===== src/rtl/mem_access_unit.sv =====
// MEM-stage controller: turns LDD/STD/PUSH/POP/CALL/RET into data-memory strobes and owns SP; LDD/POP/RET results 1 cycle later.
// CALL/RET occupy two cycles as 16-bit halves; stall is high in their first cycle only, upstream holds inputs.
module mem_access_unit #(
  parameter int ADDR_W = 10
) (
  input  logic              clk,
  input  logic              rst,
  input  logic              op_valid,
  input  logic [2:0]        op,
  input  logic [15:0]       addr_in,
  input  logic [15:0]       data_in,
  input  logic [31:0]       pc_in,
  output logic              mem_read_enable,
  output logic              mem_write_enable,
  output logic [ADDR_W-1:0] mem_read_addr,
  output logic [ADDR_W-1:0] mem_write_addr,
  output logic [15:0]       mem_write_data,
  input  logic [15:0]       mem_read_data,
  output logic              stall,
  output logic              result_valid,
  output logic [15:0]       result_data,
  output logic              pc_out_valid,
  output logic [31:0]       pc_out,
  output logic [ADDR_W-1:0] sp
);

  localparam logic [2:0] OP_LDD  = 3'd1;
  localparam logic [2:0] OP_STD  = 3'd2;
  localparam logic [2:0] OP_PUSH = 3'd3;
  localparam logic [2:0] OP_POP  = 3'd4;
  localparam logic [2:0] OP_CALL = 3'd5;
  localparam logic [2:0] OP_RET  = 3'd6;

  typedef enum logic [1:0] {IDLE, CALL2, RET2} state_t;

  state_t              state_q, state_d;
  logic [ADDR_W-1:0]   sp_q, sp_d;
  logic [15:0]         hold_q, hold_d;
  logic                result_valid_q, result_valid_d;
  logic [15:0]         result_data_q, result_data_d;
  logic                pc_out_valid_q, pc_out_valid_d;
  logic [31:0]         pc_out_q, pc_out_d;

  logic [ADDR_W-1:0]   addr_lo, sp_p1, sp_p2, sp_m1, sp_m2;
  logic                unused_addr_hi;

  // SP arithmetic wraps modulo 2^ADDR_W by construction of the width.
  assign addr_lo        = addr_in[ADDR_W-1:0];
  assign unused_addr_hi = ^addr_in[15:ADDR_W];
  assign sp_p1          = sp_q + ADDR_W'(1);
  assign sp_p2          = sp_q + ADDR_W'(2);
  assign sp_m1          = sp_q - ADDR_W'(1);
  assign sp_m2          = sp_q - ADDR_W'(2);

  always_ff @(posedge clk) begin
    if (rst) begin
      state_q        <= IDLE;
      sp_q           <= '1;
      hold_q         <= '0;
      result_valid_q <= 1'b0;
      result_data_q  <= '0;
      pc_out_valid_q <= 1'b0;
      pc_out_q       <= '0;
    end else begin
      state_q        <= state_d;
      sp_q           <= sp_d;
      hold_q         <= hold_d;
      result_valid_q <= result_valid_d;
      result_data_q  <= result_data_d;
      pc_out_valid_q <= pc_out_valid_d;
      pc_out_q       <= pc_out_d;
    end
  end

  always_comb begin
    state_d        = state_q;
    sp_d           = sp_q;
    hold_d         = hold_q;
    result_valid_d = 1'b0;
    result_data_d  = result_data_q;
    pc_out_valid_d = 1'b0;
    pc_out_d       = pc_out_q;
    if (op_valid) begin
      case (state_q)
        IDLE: begin
          case (op)
            OP_LDD: begin
              result_valid_d = 1'b1;
              result_data_d  = mem_read_data;
            end
            OP_PUSH: sp_d = sp_m1;
            OP_POP: begin
              sp_d           = sp_p1;
              result_valid_d = 1'b1;
              result_data_d  = mem_read_data;
            end
            OP_CALL: state_d = CALL2;
            OP_RET: begin
              hold_d  = mem_read_data;
              state_d = RET2;
            end
            default: ;
          endcase
        end
        CALL2: begin
          sp_d    = sp_m2;
          state_d = IDLE;
        end
        RET2: begin
          pc_out_d       = {mem_read_data, hold_q};
          pc_out_valid_d = 1'b1;
          sp_d           = sp_p2;
          state_d        = IDLE;
        end
        default: state_d = IDLE;
      endcase
    end
  end

  always_comb begin
    mem_read_enable  = 1'b0;
    mem_write_enable = 1'b0;
    mem_read_addr    = '0;
    mem_write_addr   = '0;
    mem_write_data   = '0;
    stall            = 1'b0;
    if (!rst && op_valid) begin
      case (state_q)
        IDLE: begin
          case (op)
            OP_LDD: begin
              mem_read_enable = 1'b1;
              mem_read_addr   = addr_lo;
            end
            OP_STD: begin
              mem_write_enable = 1'b1;
              mem_write_addr   = addr_lo;
              mem_write_data   = data_in;
            end
            OP_PUSH: begin
              mem_write_enable = 1'b1;
              mem_write_addr   = sp_q;
              mem_write_data   = data_in;
            end
            OP_POP: begin
              mem_read_enable = 1'b1;
              mem_read_addr   = sp_p1;
            end
            OP_CALL: begin
              mem_write_enable = 1'b1;
              mem_write_addr   = sp_q;
              mem_write_data   = pc_in[31:16];
              stall            = 1'b1;
            end
            OP_RET: begin
              mem_read_enable = 1'b1;
              mem_read_addr   = sp_p1;
              stall           = 1'b1;
            end
            default: ;
          endcase
        end
        CALL2: begin
          mem_write_enable = 1'b1;
          mem_write_addr   = sp_m1;
          mem_write_data   = pc_in[15:0];
        end
        RET2: begin
          mem_read_enable = 1'b1;
          mem_read_addr   = sp_p2;
        end
        default: ;
      endcase
    end
  end

  assign result_valid = result_valid_q;
  assign result_data  = result_data_q;
  assign pc_out_valid = pc_out_valid_q;
  assign pc_out       = pc_out_q;
  assign sp           = sp_q;

endmodule


===== config.mk =====
export PLATFORM = sky130hd
export DESIGN_NAME = mem_access_unit
export DESIGN_NICKNAME = d
export VERILOG_FILES = /design/src/rtl/mem_access_unit.sv
export SDC_FILE = /design/constraint.sdc
export NUM_CORES = 1
export LEC_CHECK = 0
export BUFFER_PORTS_ARGS = -buffer_cell sky130_fd_sc_hd__buf_2
export CORE_MARGIN = 2
export CORE_UTILIZATION = 49
export DETAILED_ROUTE_END_ITERATION = 16
export GPL_TIMING_DRIVEN = 1
export HOLD_SLACK_MARGIN = 0.15
export PLACE_DENSITY = 0.87
export SYNTH_ARGS = -nofsm -noshare
export SYNTH_HDL_FRONTEND = slang
export SYNTH_SLANG_ARGS = --single-unit
export TNS_END_PERCENT = 1

===== constraint.sdc =====
create_clock -name clk -period 2.4 [get_ports clk]
set_input_delay 0.48 -clock clk [delete_from_list [all_inputs] [get_ports clk]]
set_output_delay 0.48 -clock clk [all_outputs]
set_load 0.01 [all_outputs]

Yosys cells after proc, flatten, opt, wreduce, memory -nomap -nowiden:

Cells that the tools add are included.

* register bits: 78
* input port bits: 86
* output and inout port bits: 99
* logic and storage cells: 65

* $add $sub $neg: 4
* equality and inequality tests: 10
* mux-type cells: 24
* bitwise logic cells: 2
* reduce and logical (&&, ||, !) cells: 18

Operator list (count)
* $pmux 10 s2: 5
* $pmux 16 s2: 2
* $pmux 10 s3: 1
* $mux 10: 2
* $mux 16: 1
* $reduce_or 2->1: 6
* $add 10x1->10 const B: 1
* $add 10x2->10 const B: 1
* $sub 10x1->10 const B: 1
* $sub 10x2->10 const B: 1
* $eq 3x3->1 const B: 3
* $mux 1: 9
* $reduce_and 3->1: 3
* $reduce_or 3->1: 3
* $eq 3x2->1 const B: 2
* $pmux 1 s2: 2
* $pmux 2 s2: 1
* $reduce_and 2->1: 2
* $eq 3x1->1 const B: 1
* $ne 3x1->1 const B: 1
* $ne 3x3->1 const B: 1
* $reduce_bool 3->1: 1
* $eq 2x1->1 const B: 1
* $eq 2x2->1 const B: 1
* other kinds (5): 6

Longest topological paths before layout:

Gate-level depths: netlist of the first run.

* depth after elaboration: 5
* depth in mapped cells: 9
* mapped depth without buffers: 7

Worst setup path after synthesis of the first run:

OpenSTA, ideal clock, no wires.

* path type: register -> output
* from: register sp_q[1] (netlist: sp[1])
* to: output mem_write_addr[8]
* arrival time: 1.890 ns
* required time: 1.920 ns
* slack: 0.030 ns
* stages on the path, launching flop included: 9
* path buffers: 1
* cell sequence: dfxtp_1 -> buf_2 -> inv_1 -> ha_1 -> nor3b_2 -> or4bb_4 -> xnor2_1 -> a22oi_1 -> nor2_1

* longest elaborated chain between the ends: 3

Ends and longest elaborated chain
* start, declared: RTL line 37 `logic [ADDR_W-1:0] sp_q, sp_d;`
* start signal, assigned: RTL line 66 `sp_q <= sp_d;`
* $sub 10x1->10: RTL line 52 `assign sp_m1 = sp_q - ADDR_W'(1);`
* $pmux 10 s2: RTL line 128 `case (state_q)`
* $mux 10: RTL line 127 `if (!rst && op_valid) begin`
* end, declared: RTL line 16 `output logic [ADDR_W-1:0] mem_write_addr,`

Every way passes these cells.

Worst setup path in the final report of the first run:

Ends and elaborated chain as after synthesis.

==> results of run 1 <==
-- cells in the mapped netlist, types with 2 or more instances --
cell	n	area (µm²)
nand2_1	165	619
dfxtp_1	78	1560
a21oi_1	76	380
clkbuf_1	37	139
a22oi_1	33	248
nor2_1	32	120
o21ai_0	21	105
xnor2_1	20	175
inv_1	15	56.3
a22o_1	13	114
nor3_1	13	65.1
nand3_1	12	60.1
buf_2	10	50.1
o22ai_1	10	62.6
ha_1	8	100
buf_1	6	22.5
or3_1	6	37.5
xor2_1	6	52.6
mux2i_1	5	50.1
a31oi_1	4	25.0
nor3b_1	4	30.0
o21a_1	4	30.0
o21ai_1	4	20.0
a211oi_1	3	22.5
buf_6	3	33.8
nor2b_1	3	18.8
nor4_1	3	18.8
o21bai_1	3	22.5
or3b_1	3	26.3
a21o_1	2	15.0
and2_1	2	12.5
and2b_1	2	15.0
and3_1	2	12.5
buf_4	2	15.0
nand2b_1	2	12.5
nand4_1	2	12.5
o211a_1	2	20.0
o31ai_1	2	15.0
-- worst min-delay path by stage --
stage                     startpoint    endpoint
floorplan                  hold_q[0]   pc_out[0]
CTS                 mem_read_data[4]   hold_q[4]
finish              mem_read_data[4]   hold_q[4]
detailed placement        pc_out[27]  pc_out[27]
global placement           hold_q[0]   pc_out[0]
global route        mem_read_data[4]  pc_out[20]
-- routing by layer --
layer	global-route usage [%]	vias up
li1	-	2607
met1	37.1	2507
met2	47.5	338
met3	7.45	49
met4	10.9	0
met5	0	-
-- power breakdown --
group          internal (mW)  total [mW]  switching, mW  leakage [nW]
combinational          0.486        1.08          0.598          2.07
sequential              1.34        1.38         0.0461         0.631
clock                  0.593        1.09          0.497         0.104
-- layout make-up --
class                   instances  area (µm²)
repair buffers                234        1350
flip-flops and latches         78        1570
multi-input cells             492        2920
clock inverters                 6        92.6
fillers                       774        2960
clock buffers                  10         128
inverters                      15        61.3
well taps                     129         161
-- cells by family (layout without fill, tap and decap cells) --
family                   count (synthesis)  count (layout)  share of synthesized area (%)
buffers and inverters                   73             265                           6.76
flip-flops                              78              78                           33.3
XOR/XNOR                                26              26                           4.86
multiplexers                             8               8                           2.11
adder cells (fa/ha/maj)                  8               8                           2.14
AND/OR/NAND/NOR                        262             262                           25.4
AO/OA/AOI/OAI                          188             188                           25.4
-- registers in the layout (all words and copies together), names as in the netlist --
name          count
pc_out           32
hold_q           16
result_data      16
sp               10
state_q           2
pc_out_valid      1
result_valid      1
-- metrics by stage --
| step | hold slack, ns | util, % | cell area (µm²) | instances |
|---|---|---|---|---|
| after floorplan | 0.432 | - | 4680 | 643 |
| after global placement | 0.438 | 63.9 | 5910 | 944 |
| after detailed placement | 0.443 | 63.9 | 5910 | 944 |
| after CTS | 0.371 | 67.2 | 6210 | 962 |
| after global routing | 0.378 | 68.0 | 6280 | 964 |
| final | 0.382 | 68.0 | 6280 | 964 |
-- timing repair --
| item | in CTS | in global routing |
|---|---|---|
| buffers inserted | 2 | 2 |
| gates resized for setup | 22 | 10 |
| pin swaps | 3 | 4 |
| setup endpoints to repair | 17 | 21 |
-- critical path: cells and delay by family, from the launching register on --
| family | cells | cell delay (ns) |
|---|---|---|
| simple gates | 3 | 0.77 |
| flops | 1 | 0.37 |
| buf+inv | 2 | 0.21 |
| xor+xnor | 1 | 0.16 |
| compound gates | 1 | 0.14 |
| fa+ha+maj | 1 | 0.12 |
==> flow_metrics.py, run 1 <==
metrics = {
    "run_status": {
        "status": "complete, but fails checks",
        "violations": "negative setup slack",
    },
    "clock_tree": {
        "cts_root_buf": "clkbuf_8",
        "cts_buffers": 9,
        "clock_latency_ns": 0.36,
        "cts_tree": "done",
        "clock_sinks": 78,
        "cts_max_level": 3,
        "cts.path.max_buffers": 2,
        "path_clk_slew_ns": 0.08,
        "hold_buffers": 0,
    },
    "final_layout": {
        "drive_above_1_share_pct": 34.0,
        "final_cell_mix": "buf_2 (178), nand2_1 (164), a21oi_1 (75), dfxtp_1 (74), buf_4 (53)",
        "nets": 924,
        "final_common_cell": "buf_2",
        "diodes": 0,
        "area_delta_synth_final_pct": 34.1,
    },
    "die": {
        "core_um2": 9240,
        "io_pins": 185,
        "dieWidth_um": 102,
        "die_y_um": 102,
        "die_area_um2": 10400,
        "start_util_pct": 50.7,
        "rows": 35,
    },
    "drt": {
        "drc": 0,
        "route.met3.wl_um": 1740,
        "wl_met2_um": 7420,
        "post_drt_wl_per_cell_um": 16.3,
        "via_count": 5501,
        "ant_nets": 0,
        "first_pass_iters": 5,
        "routed_via_density": 5.71,
        "route.layer.met1.wl_um": 6110,
        "routed_wl_um": 15700,
        "drt_iter0_markers": 474,
        "highest_layer": "met4",
    },
    "logic_synthesis": {
        "ys_seq_area_share_pct": 33.3,
        "ys_warn_count": 0,
        "avgSynthCellArea_um2": 7.28,
        "synthesis.nets": 737,
        "synthDistinctLibCells": 63,
        "synth_edf_count": 0,
        "syn_inst": 643,
        "synthFlopType": "dfxtp_1",
        "ys_ff_latch": 78,
        "async_reset_ff_share_pct": 0,
        "syn_area_um2": 4680,
    },
    "sta": {
        "period_share_pct": 109,
        "grt_setup_unrepaired": "yes",
        "finalSetupViolations": 11,
        "maxSlewViolCount": 0,
        "finalSetupTns_ns": -0.891,
        "worst_slack_ns": -0.208,
        "period_minus_slack_ns": 2.61,
        "worst_slew_pin_slew_ns": 0.623,
        "hold_violations": 0,
        "max_freq_mhz": 383,
        "relSlewSlack_pct": 58.4,
        "clock_skew_ns": 0.0131,
    },
    "hold_path": {
        "hold_depth": 3,
        "min_path_type": "input port to flop",
    },
    "worst_setup_path": {
        "cpPeakStageDelay_ns": 0.52,
        "r2r_slack_ns": 0.21,
        "worstPathRequired_ns": 1.92,
        "critical_path.max_fanout": 4,
        "reg2reg_to": "sp[7]",
        "path_cells": "inv_4, ha_4, nor3b_4, or4bb_4, xnor2_2, a22oi_2, nor2_1, buf_2",
        "worst-endpoint-arrival_ns": 2.13,
        "end_kind": "output pin",
        "ff2ff_path_depth": 8,
        "start_kind": "flop",
        "path_class": "flop to output pin",
        "critPathCapture": "mem_write_addr[8]",
        "worst_r2r_startpoint": "state_q[0]",
        "crit_start": "sp[1]",
        "worst_path_max_delay_cell": "or4bb_4",
    },
    "placement": {
        "gp_congestion": 0.988,
        "pre_cts_slack_ns": 0.0880,
        "hpwl_um": 11200,
        "portBuffers": 178,
    },
    "global_route": {
        "grt_pass1_vias": 4842,
        "grt_usage_pct": 29.1,
        "grt_pass1_wl_um": 23800,
        "antenna_found_initial": 0,
        "grt_max_degree": 60,
        "gr-total-overflow": 0,
    },
    "power": {
        "p_leak_nw": 2.80,
        "finalPower_mw": 3.56,
        "vdd_drop_max_uv": 569,
        "power_density_nw_per_um2": 566,
    },
    "job": {
        "maxCapViolations": 0,
    },
}
No activity file was read; power rests on OpenSTA's default activity.
==> run 2, diff against run 1 <==
--- a/config.mk
+++ b/config.mk
@@ -6,7 +6,6 @@
 export NUM_CORES = 1
 export LEC_CHECK = 0
 export BUFFER_PORTS_ARGS = -buffer_cell sky130_fd_sc_hd__buf_2
-export CORE_MARGIN = 2
 export CORE_UTILIZATION = 49
 export DETAILED_ROUTE_END_ITERATION = 16
 export GPL_TIMING_DRIVEN = 1
@@ -15,4 +14,4 @@
 export SYNTH_ARGS = -nofsm -noshare
 export SYNTH_HDL_FRONTEND = slang
 export SYNTH_SLANG_ARGS = --single-unit
-export TNS_END_PERCENT = 1
+export TNS_END_PERCENT = 5
==> flow_metrics.py, run 2 (synthesis results as in run 1) <==
metrics = {
    "sta": {
        "period_minus_slack_ns": 2.64,
        "worst_slew_pin_slew_ns": 0.628,
        "worst_slack_ns": -0.237,
        "fin_hold_ws_ns": 0.391,
        "hold_violations": 0,
        "period_share_pct": 110,
        "grt_setup_unrepaired": "yes",
        "finalSetupViolations": 9,
        "clock_skew_ns": 0.0239,
        "relSlewSlack_pct": 58.1,
        "max_freq_mhz": 379,
        "maxSlewViolCount": 0,
    },
    "drt": {
        "via_count": 5599,
        "first_pass_iters": 6,
        "routed_wl_um": 16200,
        "wl_met2_um": 7550,
        "highest_layer": "met4",
        "ant_nets": 0,
        "drc": 0,
        "drt_iter0_markers": 498,
        "route.met3.wl_um": 1970,
        "post_drt_wl_per_cell_um": 16.8,
        "routed_via_density": 5.81,
        "route.layer.met1.wl_um": 6090,
    },
    "clock_tree": {
        "path_clk_slew_ns": 0.09,
        "cts_tree": "done",
        "cts_max_level": 3,
        "clock_latency_ns": 0.36,
        "clock_sinks": 78,
        "cts_root_buf": "clkbuf_8",
        "hold_buffers": 0,
        "cts.path.max_buffers": 2,
        "cts_buffers": 9,
    },
    "worst_setup_path": {
        "reg2reg_to": "sp[0]",
        "path_class": "flop to output pin",
        "worst_r2r_startpoint": "state_q[0]",
        "r2r_slack_ns": 0.37,
        "ff2ff_path_depth": 7,
        "worstPathRequired_ns": 1.92,
        "worst-endpoint-arrival_ns": 2.16,
        "critical_path.max_fanout": 4,
        "start_kind": "flop",
        "end_kind": "output pin",
    },
    "die": {
        "dieWidth_um": 99.8,
        "die_y_um": 99.8,
        "start_util_pct": 50.7,
        "core_um2": 9240,
        "rows": 35,
        "io_pins": 185,
        "die_area_um2": 9950,
    },
    "power": {
        "power_density_nw_per_um2": 548,
        "p_leak_nw": 2.76,
        "vdd_drop_max_uv": 416,
        "finalPower_mw": 3.41,
    },
    "job": {
        "maxCapViolations": 0,
    },
    "final_layout": {
        "design_area_um2": 6210,
        "final_common_cell": "buf_2",
        "final_core_util_pct": 67.2,
        "final_cell_mix": "buf_2 (177), nand2_1 (165), a21oi_1 (75), dfxtp_1 (71), buf_4 (51)",
        "largest_register_ffs": 32,
        "area_delta_synth_final_pct": 32.7,
        "nets": 921,
        "drive_above_1_share_pct": 34.6,
    },
    "global_route": {
        "grt_usage_pct": 31.0,
        "grt_pass1_wl_um": 24500,
        "antenna_found_initial": 2,
        "grt_max_degree": 59,
        "gr-total-overflow": 0,
        "grt_pass1_vias": 5050,
    },
    "hold_path": {
        "worstHoldStart": "mem_read_data[1]",
        "min_path_type": "input port to flop",
        "hold_depth": 3,
        "holdPathEnd": "hold_q[1]",
    },
    "placement": {
        "portBuffers": 178,
        "hpwl_um": 11300,
        "gp_congestion": 0.945,
        "pre_cts_slack_ns": 0.0589,
        "post_dp_cell_area_um2": 5870,
    },
    "run_status": {
        "status": "complete, but fails checks",
        "violations": "negative setup slack",
    },
}
## run 2: worst max-delay path by stage
stage | start | endpoint | slack, ns | cells past startpoint
floorplan | sp[1] | mem_write_addr[8] | 0.03 | 8
global placement | op[2] | mem_write_addr[1] | 0.1 | 7
detailed placement | sp[1] | mem_read_addr[7] | 0.06 | 7
CTS | sp[1] | mem_write_addr[8] | -0.16 | 8
global route | sp[3] | mem_read_addr[6] | -0.38 | 6
finish | sp[0] | mem_write_addr[8] | -0.24 | 8
## run 2: through the flow
step           std cells  TNS (ns)
2_1_floorplan        643         0
3_3_place_gp         942         0
3_5_place_dp         942         0
4_1_cts              960    -0.467
5_1_grt              963     -2.03
6_report             963    -0.988
## run 2: area by class of cell
class / instances / area [µm²]
timing repair buffer: 231 / 1320
antenna: 2 / 5.00
sequential: 78 / 1570
clock buffer: 9 / 124
fill: 775 / 3030
multi-input combinational: 492 / 2910
tap: 129 / 161
clock inverter: 7 / 57.6
inverter: 15 / 58.8
## run 2: where the power goes
group	total [mW]	internal, mW	switching [mW]
Clock	0.919	0.388	0.531
Combinational	1.10	0.484	0.618
Sequential	1.39	1.34	0.0488
Total	3.41	2.21	1.20
## run 2: routing by layer
| metal | GRT usage, % | up-vias |
|---|---|---|
| met2 | 52.4 | 380 |
| met5 | 0 | - |
| met3 | 7.80 | 71 |
| met1 | 37.0 | 2551 |
| met4 | 13.7 | 0 |
| li1 | - | 2597 |
## run 2: what timing repair did
action	CTS	global route
pin swaps	2	4
setup endpoints to repair	30	34
gates resized for setup	19	23
buffers inserted	2	1
hold endpoints to repair	0	0
## run 2: worst max-delay path, cell delays in order (launching register included)
cell and delay, ns:
dfxtp_2 0.35, inv_2 0.08, ha_4 0.14, nor3b_4 0.22, or4bb_4 0.52, xnor2_2 0.15
a22oi_1 0.16, nor2_1 0.06, buf_2 0.14
==> run 3, diff against run 2 <==
--- a/config.mk
+++ b/config.mk
@@ -8,9 +8,11 @@
 export BUFFER_PORTS_ARGS = -buffer_cell sky130_fd_sc_hd__buf_2
 export CORE_UTILIZATION = 49
 export DETAILED_ROUTE_END_ITERATION = 16
-export GPL_TIMING_DRIVEN = 1
+export GPL_TIMING_DRIVEN = 0
 export HOLD_SLACK_MARGIN = 0.15
 export PLACE_DENSITY = 0.87
+export RECOVER_POWER = 25
+export REMOVE_ABC_BUFFERS = 1
 export SYNTH_ARGS = -nofsm -noshare
 export SYNTH_HDL_FRONTEND = slang
 export SYNTH_SLANG_ARGS = --single-unit
==> flow_metrics.py, run 3 (synthesis results as in run 1) <==
metrics = {
    "sta": {
        "worst_slack_ns": -0.237,
        "maxSlewViolCount": 0,
        "worst_slew_pin_slew_ns": 1.20,
        "max_freq_mhz": 379,
        "grt_setup_unrepaired": "yes",
        "period_share_pct": 110,
        "relSlewSlack_pct": 19.8,
        "period_minus_slack_ns": 2.64,
        "clock_skew_ns": 0.0164,
        "fin_hold_ws_ns": 0.378,
        "finalSetupViolations": 11,
        "finalSetupTns_ns": -1.25,
        "hold_violations": 0,
    },
    "placement": {
        "pre_cts_slack_ns": -1.08,
        "hpwl_um": 9470,
        "portBuffers": 178,
        "gp_congestion": 0.882,
        "post_dp_cell_area_um2": 5510,
        "dpl.cell_count": 893,
    },
    "clock_tree": {
        "clock_sinks": 78,
        "cts_tree": "done",
        "cts_root_buf": "clkbuf_8",
        "path_clk_slew_ns": 0.10,
        "cts_buffers": 9,
        "cts.path.max_buffers": 2,
        "cts_max_level": 3,
        "clock_latency_ns": 0.35,
    },
    "final_layout": {
        "drive_above_1_share_pct": 28.2,
        "nets": 884,
        "final_cells": 924,
        "final_cell_mix": "nand2_1 (164), buf_2 (137), a21oi_1 (75), dfxtp_1 (69), clkbuf_1 (39)",
        "final_common_cell": "nand2_1",
        "diodes": 0,
        "largest_register_ffs": 32,
        "fill_cells": 825,
        "area_delta_synth_final_pct": 29.6,
        "design_area_um2": 6070,
    },
    "worst_setup_path": {
        "critical_path.max_fanout": 2,
        "worst-endpoint-arrival_ns": 2.16,
        "r2r_slack_ns": -0.01,
        "ff2ff_path_depth": 7,
        "start_kind": "flop",
        "end_kind": "output pin",
        "path_class": "flop to output pin",
        "worstPathRequired_ns": 1.92,
    },
    "global_route": {
        "grt_pass1_wl_um": 22600,
        "antenna_found_initial": 0,
        "grt_max_degree": 89,
        "grt_usage_pct": 27.9,
        "gr-total-overflow": 0,
        "grt_pass1_vias": 4726,
    },
    "die": {
        "io_pins": 185,
        "die_area_um2": 9950,
        "dieWidth_um": 99.8,
        "die_y_um": 99.8,
        "rows": 35,
        "core_um2": 9240,
        "start_util_pct": 50.7,
    },
    "hold_path": {
        "min_path_type": "input port to flop",
        "hold_depth": 3,
    },
    "job": {
        "maxCapViolations": 0,
    },
    "run_status": {
        "violations": "negative setup slack",
        "status": "complete, but fails checks",
    },
    "drt": {
        "drt_iter0_markers": 506,
        "first_pass_iters": 5,
        "routed_wl_um": 14500,
        "drc": 0,
        "ant_nets": 0,
        "via_count": 5285,
        "routed_via_density": 5.72,
        "post_drt_wl_per_cell_um": 15.6,
    },
    "power": {
        "vdd_drop_max_uv": 376,
        "power_density_nw_per_um2": 566,
        "p_leak_nw": 2.47,
    },
}
run 3: cell types whose count changed in the layout (fill, tap and decap cells not counted), sizes merged:
cell,previous run,this run
inv,17,18
diode,2,0
clkinv,3,1
buf,231,155
bufinv,0,1
clkbuf,9,48
run 3: timing repair:
item,4_1_cts,5_1_grt
setup buffers,13,2
pin swaps,11,6
gates resized for setup,62,13
hold endpoints to repair,0,0
hold buffers,0,0
setup endpoints to repair,83,57
run 3: layout make-up:
class,count,area [µm²],area share (%)
sequential,78,1590,26.2
clock inverter,7,80.1,1.32
inverter,15,65.1,1.07
clock buffer,9,124,2.04
multi-input combinational,492,3030,49.9
tap,129,161,2.66
timing repair buffer,194,1020,16.8
run 3: path summary, 6_finish.rpt:
path | to | start
max | mem_write_addr[8] | sp[0]
min | hold_q[13] | mem_read_data[13]
max reg2reg | sp[9] | state_q[0]
min reg2reg | pc_out[14] | hold_q[14]
run 3: metal layers:
metal,wire length (µm),track usage (%),up-vias
met5,0,0,-
met4,235,9.16,0
met3,1130,4.57,26
met2,7410,48.9,285
met1,5680,34.8,2448
li1,-,-,2526
run 3: per-stage QoR:
step	power, mW	util (%)
2_1_floorplan	1.99	-
5_1_grt	3.60	65.7
4_1_cts	3.41	65.6
6_report	3.44	65.7
3_5_place_dp	2.29	59.6
3_3_place_gp	2.27	59.3
run 3: power breakdown:
group | internal (mW) | switching [mW]
Clock | 0.497 | 0.533
Sequential | 1.34 | 0.107
Combinational | 0.434 | 0.524
run 3: worst max-delay path, stage by stage, from the launching register on:
cell     delay, ns
dfxtp_4       0.37
inv_4         0.07
ha_4          0.13
nor3b_4       0.23
or4bb_4       0.51
xnor2_2       0.15
a22oi_1       0.14
nor2_1        0.06
buf_2         0.14
